==> src/rtl/hazard_fwd_unit.sv <==
// ---------------------------------------------------------------------------
// hazard_fwd_unit
//   Hazard and forwarding control for the 5-stage RV32I pipeline
//   (IF/ID/EX/MEM/WB). Produces per-register stall/flush controls, EX-stage
//   operand forward selects, a multi-cycle MEM-access wait, and three
//   saturating performance counters.
//
//   Parameters
//     FWD_EN    : 0 = stall on any RAW hazard, 1 = forward from MEM/WB and
//                 stall only on load-use
//     RF_BYPASS : 1 = regfile is write-before-read, WB match needs no stall
//     MEM_LAT   : cycles a load/store occupies MEM (>=1)
//     CNT_W     : performance counter width
//
//   Ports
//     i_clk, i_reset            clock, asynchronous active-high reset
//     i_ID_rs{1,2}_addr         ID-stage source registers
//     i_EX_rs{1,2}_addr         EX-stage source registers (forwarding)
//     i_EX_rd_addr/_wren        EX destination and write enable
//     i_EX_is_load, i_EX_pc_sel EX holds a load / EX redirects the PC
//     i_MEM_rd_addr/_wren       MEM destination and write enable
//     i_MEM_mem_req             valid load/store in MEM
//     i_WB_rd_addr/_wren        WB destination and write enable
//     i_WB_insn_vld             valid instruction in WB
//     i_cnt_clr                 synchronous clear of all counters
//     o_*_stall / o_*_flush     hold / bubble controls per pipeline register
//     o_fwd_{a,b}_sel           00 pipeline, 01 MEM alu_data, 10 WB rd_data
//     o_mem_busy                MEM wait is holding the pipeline
//     o_stall_cnt               cycles with o_pc_stall=1
//     o_flush_cnt               redirect events
//     o_retire_cnt              cycles with i_WB_insn_vld=1
// ---------------------------------------------------------------------------
module hazard_fwd_unit #(
  parameter int FWD_EN    = 1,
  parameter int RF_BYPASS = 1,
  parameter int MEM_LAT   = 1,
  parameter int CNT_W     = 32
) (
  input  logic             i_clk,
  input  logic             i_reset,
  input  logic [4:0]       i_ID_rs1_addr,
  input  logic [4:0]       i_ID_rs2_addr,
  input  logic [4:0]       i_EX_rs1_addr,
  input  logic [4:0]       i_EX_rs2_addr,
  input  logic [4:0]       i_EX_rd_addr,
  input  logic             i_EX_rd_wren,
  input  logic             i_EX_is_load,
  input  logic             i_EX_pc_sel,
  input  logic [4:0]       i_MEM_rd_addr,
  input  logic             i_MEM_rd_wren,
  input  logic             i_MEM_mem_req,
  input  logic [4:0]       i_WB_rd_addr,
  input  logic             i_WB_rd_wren,
  input  logic             i_WB_insn_vld,
  input  logic             i_cnt_clr,
  output logic             o_pc_stall,
  output logic             o_IF_ID_stall,
  output logic             o_ID_EX_stall,
  output logic             o_EX_MEM_stall,
  output logic             o_MEM_WB_stall,
  output logic             o_IF_ID_flush,
  output logic             o_ID_EX_flush,
  output logic             o_EX_MEM_flush,
  output logic             o_MEM_WB_flush,
  output logic [1:0]       o_fwd_a_sel,
  output logic [1:0]       o_fwd_b_sel,
  output logic             o_mem_busy,
  output logic [CNT_W-1:0] o_stall_cnt,
  output logic [CNT_W-1:0] o_flush_cnt,
  output logic [CNT_W-1:0] o_retire_cnt
);

  localparam int MC_W = $clog2(MEM_LAT) + 1;

  typedef enum logic {S_IDLE, S_WAIT} state_t;

  state_t          r_state;
  state_t          w_state_nxt;
  logic [MC_W-1:0] r_mcnt;
  logic [MC_W-1:0] w_mcnt_nxt;
  logic            w_mem_wait;
  logic            w_redirect;
  logic            w_id_ex;
  logic            w_id_mem;
  logic            w_id_wb;
  logic            w_hazard;

  logic [CNT_W-1:0] r_stall_cnt;
  logic [CNT_W-1:0] r_flush_cnt;
  logic [CNT_W-1:0] r_retire_cnt;

  // A source depends on a stage when it is not x0, names that stage's rd,
  // and that stage actually writes rd.
  function automatic logic f_match(input logic [4:0] src,
                                   input logic [4:0] rd,
                                   input logic       wren);
    return wren && (src != 5'd0) && (src == rd);
  endfunction

  function automatic logic [CNT_W-1:0] f_sat_inc(input logic [CNT_W-1:0] v);
    return (&v) ? v : v + CNT_W'(1);
  endfunction

  // MEM wait FSM: the first cycle of a memory op is seen in IDLE and already
  // stalls; WAIT then stalls while more than one cycle remains. The last
  // cycle (cnt==1) is the release cycle in which the pipeline moves again.
  always_ff @(posedge i_clk or posedge i_reset) begin
    if (i_reset) begin
      r_state <= S_IDLE;
      r_mcnt  <= '0;
    end else begin
      r_state <= w_state_nxt;
      r_mcnt  <= w_mcnt_nxt;
    end
  end

  always_comb begin
    w_state_nxt = r_state;
    w_mcnt_nxt  = r_mcnt;
    w_mem_wait  = 1'b0;
    case (r_state)
      S_IDLE: begin
        if (i_MEM_mem_req && (MEM_LAT > 1)) begin
          w_mem_wait  = 1'b1;
          w_mcnt_nxt  = MC_W'(MEM_LAT - 1);
          w_state_nxt = S_WAIT;
        end
      end
      S_WAIT: begin
        if (r_mcnt > MC_W'(1)) begin
          w_mem_wait = 1'b1;
          w_mcnt_nxt = r_mcnt - MC_W'(1);
        end else begin
          w_mcnt_nxt  = '0;
          w_state_nxt = S_IDLE;
        end
      end
      default: begin
        w_state_nxt = S_IDLE;
        w_mcnt_nxt  = '0;
      end
    endcase
  end

  // Busy covers the WAIT cycles that still hold the pipeline, not the
  // release cycle.
  assign o_mem_busy = (r_state == S_WAIT) && (r_mcnt > MC_W'(1));

  // ID-stage dependence on each older stage
  assign w_id_ex  = f_match(i_ID_rs1_addr, i_EX_rd_addr, i_EX_rd_wren) |
                    f_match(i_ID_rs2_addr, i_EX_rd_addr, i_EX_rd_wren);
  assign w_id_mem = f_match(i_ID_rs1_addr, i_MEM_rd_addr, i_MEM_rd_wren) |
                    f_match(i_ID_rs2_addr, i_MEM_rd_addr, i_MEM_rd_wren);
  assign w_id_wb  = f_match(i_ID_rs1_addr, i_WB_rd_addr, i_WB_rd_wren) |
                    f_match(i_ID_rs2_addr, i_WB_rd_addr, i_WB_rd_wren);

  // With forwarding only a load in EX cannot be bypassed in time; without
  // it every in-flight producer must reach the regfile first.
  assign w_hazard = (FWD_EN != 0) ? (i_EX_is_load & w_id_ex)
                                  : (w_id_ex | w_id_mem |
                                     ((RF_BYPASS == 0) & w_id_wb));

  // Stall/flush priority: reset > MEM wait > redirect > data hazard.
  // During MEM wait WB keeps retiring and gets bubbles behind it; a held
  // redirect therefore only takes effect in the release cycle.
  always_comb begin
    o_pc_stall     = 1'b0;
    o_IF_ID_stall  = 1'b0;
    o_ID_EX_stall  = 1'b0;
    o_EX_MEM_stall = 1'b0;
    o_MEM_WB_stall = 1'b0;
    o_IF_ID_flush  = 1'b0;
    o_ID_EX_flush  = 1'b0;
    o_EX_MEM_flush = 1'b0;
    o_MEM_WB_flush = 1'b0;
    w_redirect     = 1'b0;
    if (i_reset) begin
      w_redirect = 1'b0;
    end else if (w_mem_wait) begin
      o_pc_stall     = 1'b1;
      o_IF_ID_stall  = 1'b1;
      o_ID_EX_stall  = 1'b1;
      o_EX_MEM_stall = 1'b1;
      o_MEM_WB_flush = 1'b1;
    end else if (i_EX_pc_sel) begin
      o_IF_ID_flush = 1'b1;
      o_ID_EX_flush = 1'b1;
      w_redirect    = 1'b1;
    end else if (w_hazard) begin
      o_pc_stall    = 1'b1;
      o_IF_ID_stall = 1'b1;
      o_ID_EX_flush = 1'b1;
    end
  end

  // Forward selects are a pure datapath mux choice for whatever sits in EX;
  // they stay live under stalls so a held instruction sees current data.
  always_comb begin
    o_fwd_a_sel = 2'b00;
    o_fwd_b_sel = 2'b00;
    if (!i_reset && (FWD_EN != 0)) begin
      if (f_match(i_EX_rs1_addr, i_MEM_rd_addr, i_MEM_rd_wren))
        o_fwd_a_sel = 2'b01;
      else if (f_match(i_EX_rs1_addr, i_WB_rd_addr, i_WB_rd_wren))
        o_fwd_a_sel = 2'b10;
      if (f_match(i_EX_rs2_addr, i_MEM_rd_addr, i_MEM_rd_wren))
        o_fwd_b_sel = 2'b01;
      else if (f_match(i_EX_rs2_addr, i_WB_rd_addr, i_WB_rd_wren))
        o_fwd_b_sel = 2'b10;
    end
  end

  // Performance counters: clear wins over increment, all saturate.
  always_ff @(posedge i_clk or posedge i_reset) begin
    if (i_reset) begin
      r_stall_cnt  <= '0;
      r_flush_cnt  <= '0;
      r_retire_cnt <= '0;
    end else if (i_cnt_clr) begin
      r_stall_cnt  <= '0;
      r_flush_cnt  <= '0;
      r_retire_cnt <= '0;
    end else begin
      if (o_pc_stall)    r_stall_cnt  <= f_sat_inc(r_stall_cnt);
      if (w_redirect)    r_flush_cnt  <= f_sat_inc(r_flush_cnt);
      if (i_WB_insn_vld) r_retire_cnt <= f_sat_inc(r_retire_cnt);
    end
  end

  assign o_stall_cnt  = r_stall_cnt;
  assign o_flush_cnt  = r_flush_cnt;
  assign o_retire_cnt = r_retire_cnt;

endmodule
==> config.mk <==
export PLATFORM = sky130hd
export DESIGN_NAME = hazard_fwd_unit
export DESIGN_NICKNAME = d
export VERILOG_FILES = /design/src/rtl/hazard_fwd_unit.sv
export SDC_FILE = /design/constraint.sdc
export NUM_CORES = 1
export LEC_CHECK = 0
export CAP_MARGIN = 10
export CORE_MARGIN = 4
export CORE_UTILIZATION = 29
export DETAILED_ROUTE_END_ITERATION = 7
export MAX_ROUTING_LAYER = met4
export SLEW_MARGIN = 20
export SYNTH_ARGS = -nofsm -noshare
export SYNTH_HDL_FRONTEND = slang
export SYNTH_SLANG_ARGS = --single-unit
==> constraint.sdc <==
create_clock -name i_clk -period 5.25 [get_ports i_clk]
set_clock_uncertainty 0.2 [all_clocks]
set_input_delay 1.3125 -clock i_clk [delete_from_list [all_inputs] [get_ports i_clk]]
set_output_delay 1.3125 -clock i_clk [all_outputs]
set_load 0.005 [all_outputs]
==> results of run 1 <==
-- cells in the final DEF, fill, tap and decap left out, types with 14 or more instances in the layout --
| master | synthesis | layout |
|---|---|---|
| clkdlybuf4s50_1 | 0 | 146 |
| dfrtp_1 | 96 | 96 |
| nor2_1 | 78 | 78 |
| nand3_1 | 46 | 46 |
| xor2_1 | 39 | 39 |
| xnor2_1 | 37 | 37 |
| a21oi_1 | 36 | 36 |
| nand2_1 | 35 | 35 |
| nand4_1 | 26 | 26 |
| or4_1 | 23 | 23 |
| and3_1 | 21 | 21 |
| o31ai_1 | 17 | 17 |
| nor3_1 | 16 | 16 |
| or3_1 | 15 | 15 |
| nor4_1 | 15 | 15 |
| o21ai_0 | 14 | 14 |
-- area by class of cell --
class	count	area, um2	share of cell area [%]
tap	265	331.6	4.265
clock inverter	4	76.32	0.9818
timing repair buffer	152	1506	19.38
clock buffer	11	242.7	3.122
inverter	11	43.79	0.5633
multi-input combinational	502	3171	40.79
sequential	96	2402	30.90
-- per-stage QoR --
stage | setup WS [ps] | util [%] | area (um2) | hold slack [ps]
detailed placement | 372.6 | 38.05 | 7455 | 352.4
CTS | 372.6 | 39.68 | 7774 | 367.0
global route | 280.7 | 39.68 | 7774 | 393.6
finish | 377.7 | 39.68 | 7774 | 361.4
floorplan | 85.31 | - | 5842 | 340.5
global placement | 395.5 | 38.05 | 7455 | 344.2
-- cell families (layout without fill, tap and decap cells) --
| group | Yosys count | after routing |
|---|---|---|
| xor+xnor | 76 | 76 |
| flops | 96 | 96 |
| compound gates | 82 | 82 |
| simple gates | 326 | 326 |
| other cells | 1 | 6 |
| buf+inv | 47 | 178 |
| mux | 9 | 9 |
| fa+ha+maj | 3 | 3 |
-- routing by layer --
| metal | global-route usage (%) | vias to the layer above | wire (um) |
|---|---|---|---|
| met5 | - | - | 0 |
| met4 | 4.712 | 0 | 318 |
| met1 | 19.68 | 2584 | 7448 |
| met3 | 3.513 | 20 | 728 |
| li1 | - | 2588 | - |
| met2 | 22.78 | 116 | 7678 |
-- power groups by stage --
| stage | Sequential, mW | Clock [mW] | Combinational, mW |
|---|---|---|---|
| final | 0.745 | 0.724 | 0.120 |
| after global routing | 0.745 | 0.774 | 0.134 |
| after CTS | 0.745 | 0.749 | 0.123 |
| after detailed placement | 0.759 | 0 | 0.123 |
| after global placement | 0.759 | 0 | 0.122 |
| after floorplan | 0.759 | 0 | 0.0595 |
-- worst paths after layout --
check                            startpoint          endpoint
min                        o_retire_cnt[10]  o_retire_cnt[10]
min in group asynchronous           i_reset  o_retire_cnt[18]
max                        i_EX_rs2_addr[2]    o_fwd_b_sel[1]
max reg2reg                  o_stall_cnt[0]   o_stall_cnt[29]
min reg2reg                o_retire_cnt[10]  o_retire_cnt[10]
max in group asynchronous           i_reset  o_retire_cnt[21]
-- flip-flops by register name, summed over array words and instances (netlist names) --
register / cells
o_flush_cnt: 32
o_retire_cnt: 32
o_stall_cnt: 32
-- worst max-delay path, stage by stage --
cell             delay (ps)
clkdlybuf4s50_1         480
or4_1                   530
nor2_1                  130
nor4_1                   80
nor4_1                  270
clkdlybuf4s50_1         550
==> results.md, run 1 <==
Setup path:
- The arrival time at the worst endpoint is 3360 ps.
- The capturing element type of the critical path is an output pin.
- The worst reg2reg path depth is 7.
- By startpoint and endpoint, the worst setup path is classified as input pin to output pin.
- The reg2reg setup slack is 2700 ps.
- In this run the worst path has a maximum fanout of 3.
- The worst endpoint required time is 3740 ps.
- The worst setup path is launched from an input pin.

Timing:
- The sum of negative setup slack is 0 ps.
- Setup repair after global routing left no endpoint under its margin.
- Headroom to the max-slew limit came out at 52.80%.
- The share of the clock period used by the worst path is 92.81%.
- The final critical-path required period is 4872 ps.
- The final number of setup-violating endpoints is 0.
- The number of failing hold endpoints at the final stage was 0.
- Timing would allow up to 205.2 MHz.
- The transition time at the pin with the least slew margin is 708.0 ps.
- The count of final max-slew check failures is 0.

Synth:
- Summing every instance area after synthesis gives 5823 um2.
- In this run, synthesis produced a sequential element count of 96.
- The area share of fa/ha/maj cells after synthesis is 0.6446%.
- The Yosys step of the flow raised 0 warnings.
- In the post-synthesis netlist, the biggest area contributors are dfrtp_1, xor2_1, xnor2_1.
- The post-synthesis mux area share is 1.719%.
- The share of the yosys chip area belonging to registers is 41.25%.
- The xor/xnor cell area share of the yosys netlist is 11.43%.
- The count of flip-flops with a built-in enable after synthesis is 0.
- The most used standard cell by instance count after synthesis is dfrtp_1.
- After synthesis, the mean cell area works out to 9.099 um2.
- The main combinational cell family by area after synthesis is simple AND/OR/NAND/NOR gates.
- The library cell occupying the most area in the post-synthesis netlist is dfrtp_1.
- Summed over its instances, the top area cell type makes up 41.25% of the synthesized netlist area.
- The fraction of registers with async set/reset is 100.0%.
- For this run, the leading register cell type out of synthesis is dfrtp_1.
- The synthesized netlist devotes 8.896% of its cell area to compound gates.
- The commonest cells after synthesis are dfrtp_1, nor2_1, nand3_1, xor2_1, xnor2_1.
- The count of different cell masters after synthesis is 56.
- The simple-gate area share of the yosys netlist is 31.37%.
- Counting every instance in the synthesized netlist gives 640.

Power and ir drop:
- The part of the total power dissipated in the clock network is 45.6%.
- The power density over cell area is 204.4 nW/um2.
- The largest vdd supply drop is 0.1459 mV.
- The power share of the sequential group is 46.9%.
- The design draws 1.589 mW.
- The analysis attributes to cell leakage a power of 2.920 nW.
- Per report_power, the combinational group accounts for 7.6% of the total.
- The switching fraction of total power is 22.72%.
- The internal power of the cells is 1.228 mW.
- Summed over all nets, the switching power comes to 0.3609 mW.

Die:
- In this run the core area contains 51 standard-cell rows.
- 155 I/O pins were placed.
- The floorplan step defined a core boundary enclosing 19,590 um2.
- The width of the die is 149.7 um.
- The initial utilization of the core area, before any placement, comes to 29.72%.
- The floorplan step defined a die boundary enclosing 22,410 um2.
- The height of the die is 149.7 um.

Route:
- Dividing the detail-routed via count by the number of cells gives 5.099.
- The routed layout has 5,308 vias.
- The count of nets left with antenna violations once routing finished came out at 0.
- The first routing iteration left 259 violations.
- The total wire length is 16.17 mm.
- The average wire per cell in the routed design is 15.54 um.
- The number of iterations in the first detailed-routing pass is 4.
- In the routed design, unresolved DRC markers number 0.

CTS:
- The tree is rooted in a clkbuf_16.
- The number of buffers inserted during clock tree synthesis is 9.
- The maximum number of buffers from clock root to sink is 2.
- The post-CTS setup repair buffer count is 0.
- The number of levels the H-tree was split into is 3.
- The TritonCTS clock tree is yes.
- The number of hold buffers added after CTS is 0.
- The number of clock sinks seen by CTS is 96.
- After clock tree synthesis, the clock-pin slew on the worst setup and hold paths is 70 ps.
- The clock latency reported for the late side of the worst-skew pair is 360 ps.
- The number of instances resized during post-cts repair is 0.

Global route:
- The pin count of the biggest net entering global routing is 62.
- Global routing used 14.91% of the available tracks across all layers.
- The wire length of the first global-routing pass is 26.23 mm.
- The via count of the first global-routing pass was 4,926.
- The remaining global-route overflow is 0.
- The initial antenna violation count is 0.

Min path:
- The number of cells on the worst hold path is 2.
- The worst hold path class is flip-flop to flip-flop.

Placed design:
- The number of instances in the placed design is 1,026.
- Buffers placed on the I/O ports in this run total 147.
- Routability-driven placement finished with a final weighted congestion of 0.8551.
- Summed over all nets, the half-perimeter wirelength after detailed placement is 11.46 mm.

Cells and area:
- The repair_antennas step left the layout with diodes totalling 0.
- The fraction of final layout cells with drive strength greater than 1 is 5.670%.
- The count of fill cells added during filler insertion is 1,940.
- After the last flow step, the layout net total stands at 820.
- Compared with the post-synthesis result, the final layout area differs by 33.50%.
- Excluding fillers, the count of instances in the completed layout stands at 1,041.

Run:
- Across the run, the number of max-cap violations was 0.

Run status:
- The flow ran to the end, and the final reports show no timing, DRC or antenna violations.
Power figures use the tool's default switching activity.
==> run 2, diff against run 1 <==
--- a/config.mk
+++ b/config.mk
@@ -10,6 +10,7 @@
 export CORE_UTILIZATION = 29
 export DETAILED_ROUTE_END_ITERATION = 7
 export MAX_ROUTING_LAYER = met4
+export PLACE_DENSITY_LB_ADDON = 0.2
 export SLEW_MARGIN = 20
 export SYNTH_ARGS = -nofsm -noshare
 export SYNTH_HDL_FRONTEND = slang
==> results.md, run 2 (synthesized netlist as in run 1, its figures left out) <==
Setup path:
- STA classifies the critical path endpoint as an output pin.
- The endpoint of the most critical register-to-register path is o_stall_cnt[22].
- By startpoint and endpoint, the worst setup path is classified as input pin to output pin.
- Measured in cells, the most critical reg-to-reg path has a length of 7.
- The worst endpoint required time is 3740 ps.
- For this design, the slowest cell found on the critical path is clkdlybuf4s50_1.
- In this run the worst path has a maximum fanout of 3.
- Across all register-to-register paths, the minimum setup slack is 2610 ps.
- The worst setup path is launched from an input pin.
- In this run the worst setup path terminates at o_fwd_b_sel[1].
- For the worst setup path, the data arrival time is 3380 ps.
- The worst setup path startpoint is i_EX_rs2_addr[1].
- Traced cell by cell, the critical path runs through clkdlybuf4s50_1, or4_1, nor2_1, nor4_1, nor4_1, clkdlybuf4s50_1.
- The delay of the slowest critical-path stage is 570 ps.
- In this run the critical register-to-register path is launched from o_stall_cnt[1].

Run:
- The tool flagged a number of max-cap violations equal to 0.

Route:
- The post-route met1 wirelength is 7.788 mm.
- The average wire per cell in the routed design is 15.82 um.
- The count of vias placed by the detailed router is 5,244.
- The number of DRC markers in iteration 0 is 362.
- The highest metal layer carrying signal wires in the routed design is met4.
- The routed length on met2 is 7.691 mm.
- The met3 routed wirelength is 777 um.
- The total wire length is 16.47 mm.
- The final antenna-violating net count is 0.
- Using the TritonRoute via totals, the vias-per-cell ratio works out to 5.037.
- The first TritonRoute pass finished after 6 iterations.
- The detailed-route DRC error count is 0.

Timing:
- The highest attainable clock frequency is 204.4 MHz.
- The share of the clock period used by the worst path is 93.17%.
- Measured against its own limit, the worst slew margin works out to 41.48%.
- For the pin with the worst max-slew slack, the measured transition is 877.7 ps.
- The final critical-path required period is 4891 ps.
- The number of failing hold endpoints at the final stage is 0.
- Setup repair after global routing left no endpoint under its margin.
- The sum of negative setup slack is 0 ps.
- The count of final max-slew check failures came to 0.
- The final number of setup-violating endpoints is 0.

Placed design:
- Detailed placement finished with a half-perimeter wire length of 11.70 mm.
- Routability-driven placement finished with a final weighted congestion of 0.8159.
- The quantity of I/O buffers inserted on ports is 147.
- After detailed placement, the total cell area comes to 7453 um2.

Die:
- The initial core utilization is 29.72%.
- During I/O placement, the number of pins put on the boundary was 155.
- The die covers 22,410 um2.
- The width of the die is 149.7 um.
- After floorplanning, the core was sized to cover 19,590 um2.
- In this run the vertical extent of the chip is 149.7 um.
- The floorplan has 51 rows.

Cells and area:
- The final net count is 819.
- The layout has 1,961 filler cells.
- With fillers left out, the area of the finished cells amounts to 7761 um2.
- Relative to the synthesized area, the layout overhead comes to 33.28%.
- The number of diodes added for antenna fixing is 0.
- In the final layout, the share of cells above drive strength 1 is 5.928%.
- The leading cell type in the layout, fill and taps excluded is clkdlybuf4s50_1.
- In the layout the commonest cells are clkdlybuf4s50_1, dfrtp_1, nor2_1.

Global route:
- Entering global routing, the biggest net connects 81 pins.
- Global routing consumed, over all layers together, 15.05% of the routing resources.
- For this run the aggregate overflow at the end of global routing stands at 0.
- The wire length of the first global-routing pass is 26.73 mm.
- The initial antenna violation count came to 0.
- The via count of the first global-routing pass came to 4,971.

Power and ir drop:
- The leakage power of the design is 2.911 nW.
- The power density over cell area is 199.5 nW/um2.
- The largest vdd supply drop is 0.1465 mV.

CTS:
- The clock latency reported for the late side of the worst-skew pair is 350 ps.
- Once the clock tree was built, the setup fixing pass inserted 0 buffers.
- The number of hold buffers added after CTS is 0.
- The clock drives 96 sinks.
- The TritonCTS clock tree is yes.
- In this run the deepest clock path goes through 2 buffers.
- Clock tree synthesis selected as its root buffer the cell clkbuf_16.
- The H-tree generated during clock tree synthesis spans 3 levels.
- The clock transition at the registers of the reported paths is 70 ps.
- The number of instances resized during post-cts repair is 0.
- Buffers inserted during clock tree synthesis total 9.

Min path:
- The tightest min-delay check is of the flip-flop to flip-flop type.

Run status:
- The run finished with clean final reports.
-- run 2: per-layer routing --
layer / up-vias / track usage [%]
li1: 2588 / -
met1: 2522 / 20.40
met2: 115 / 23.03
met3: 19 / 3.331
met4: 0 / 3.751
met5: - / -
-- run 2: area by class of cell --
type                    instances  area [um2]  share of cell area, %
clock inverters                 6       68.82                 0.8867
repair buffers                151        1499                  19.31
flip-flops and latches         96        2402                  30.95
well taps                     265       331.6                  4.272
multi-input cells             502        3177                  40.93
inverters                      11       43.79                 0.5642
clock buffers                  10       239.0                  3.079
-- run 2: power by group --
part | switching (mW) | total, mW | internal, mW | leakage [nW]
clock network | 0.299 | 0.683 | 0.384 | 0.149
logic | 0.0645 | 0.121 | 0.0561 | 1.42
registers | 0.00297 | 0.745 | 0.742 | 1.34
-- run 2: critical path, delay by kind of cell --
family                 cells  cell delay (ps)
buffers and inverters      2             1040
and+or+nand+nor            4             1030
-- run 2: how the worst min path moves through the flow --
stage	start	endpoint	slack, ps	depth (start not counted)
after global routing	o_retire_cnt[10]	o_retire_cnt[10]	410	2
after detailed placement	o_retire_cnt[14]	o_retire_cnt[14]	350	2
after global placement	o_retire_cnt[10]	o_retire_cnt[10]	340	2
after floorplan	o_retire_cnt[10]	o_retire_cnt[10]	340	2
after CTS	o_retire_cnt[14]	o_retire_cnt[14]	370	2
final	o_retire_cnt[14]	o_retire_cnt[14]	360	2
-- run 2: through the flow --
| stage | hold WS (ps) | utilization, % | std cells | setup WS (ps) | total power [mW] |
|---|---|---|---|---|---|
| finish | 362.8 | 39.62 | 1041 | 358.7 | 1.548 |
| global route | 406.8 | 39.62 | 1041 | 204.6 | 1.620 |
| CTS | 365.5 | 39.62 | 1041 | 322.3 | 1.579 |
| detailed placement | 348.7 | 38.05 | 1025 | 334.3 | 0.8821 |
| global placement | 344.8 | 38.01 | 1025 | 336.6 | 0.8816 |
| floorplan | 340.5 | - | 645 | 85.31 | 0.8183 |
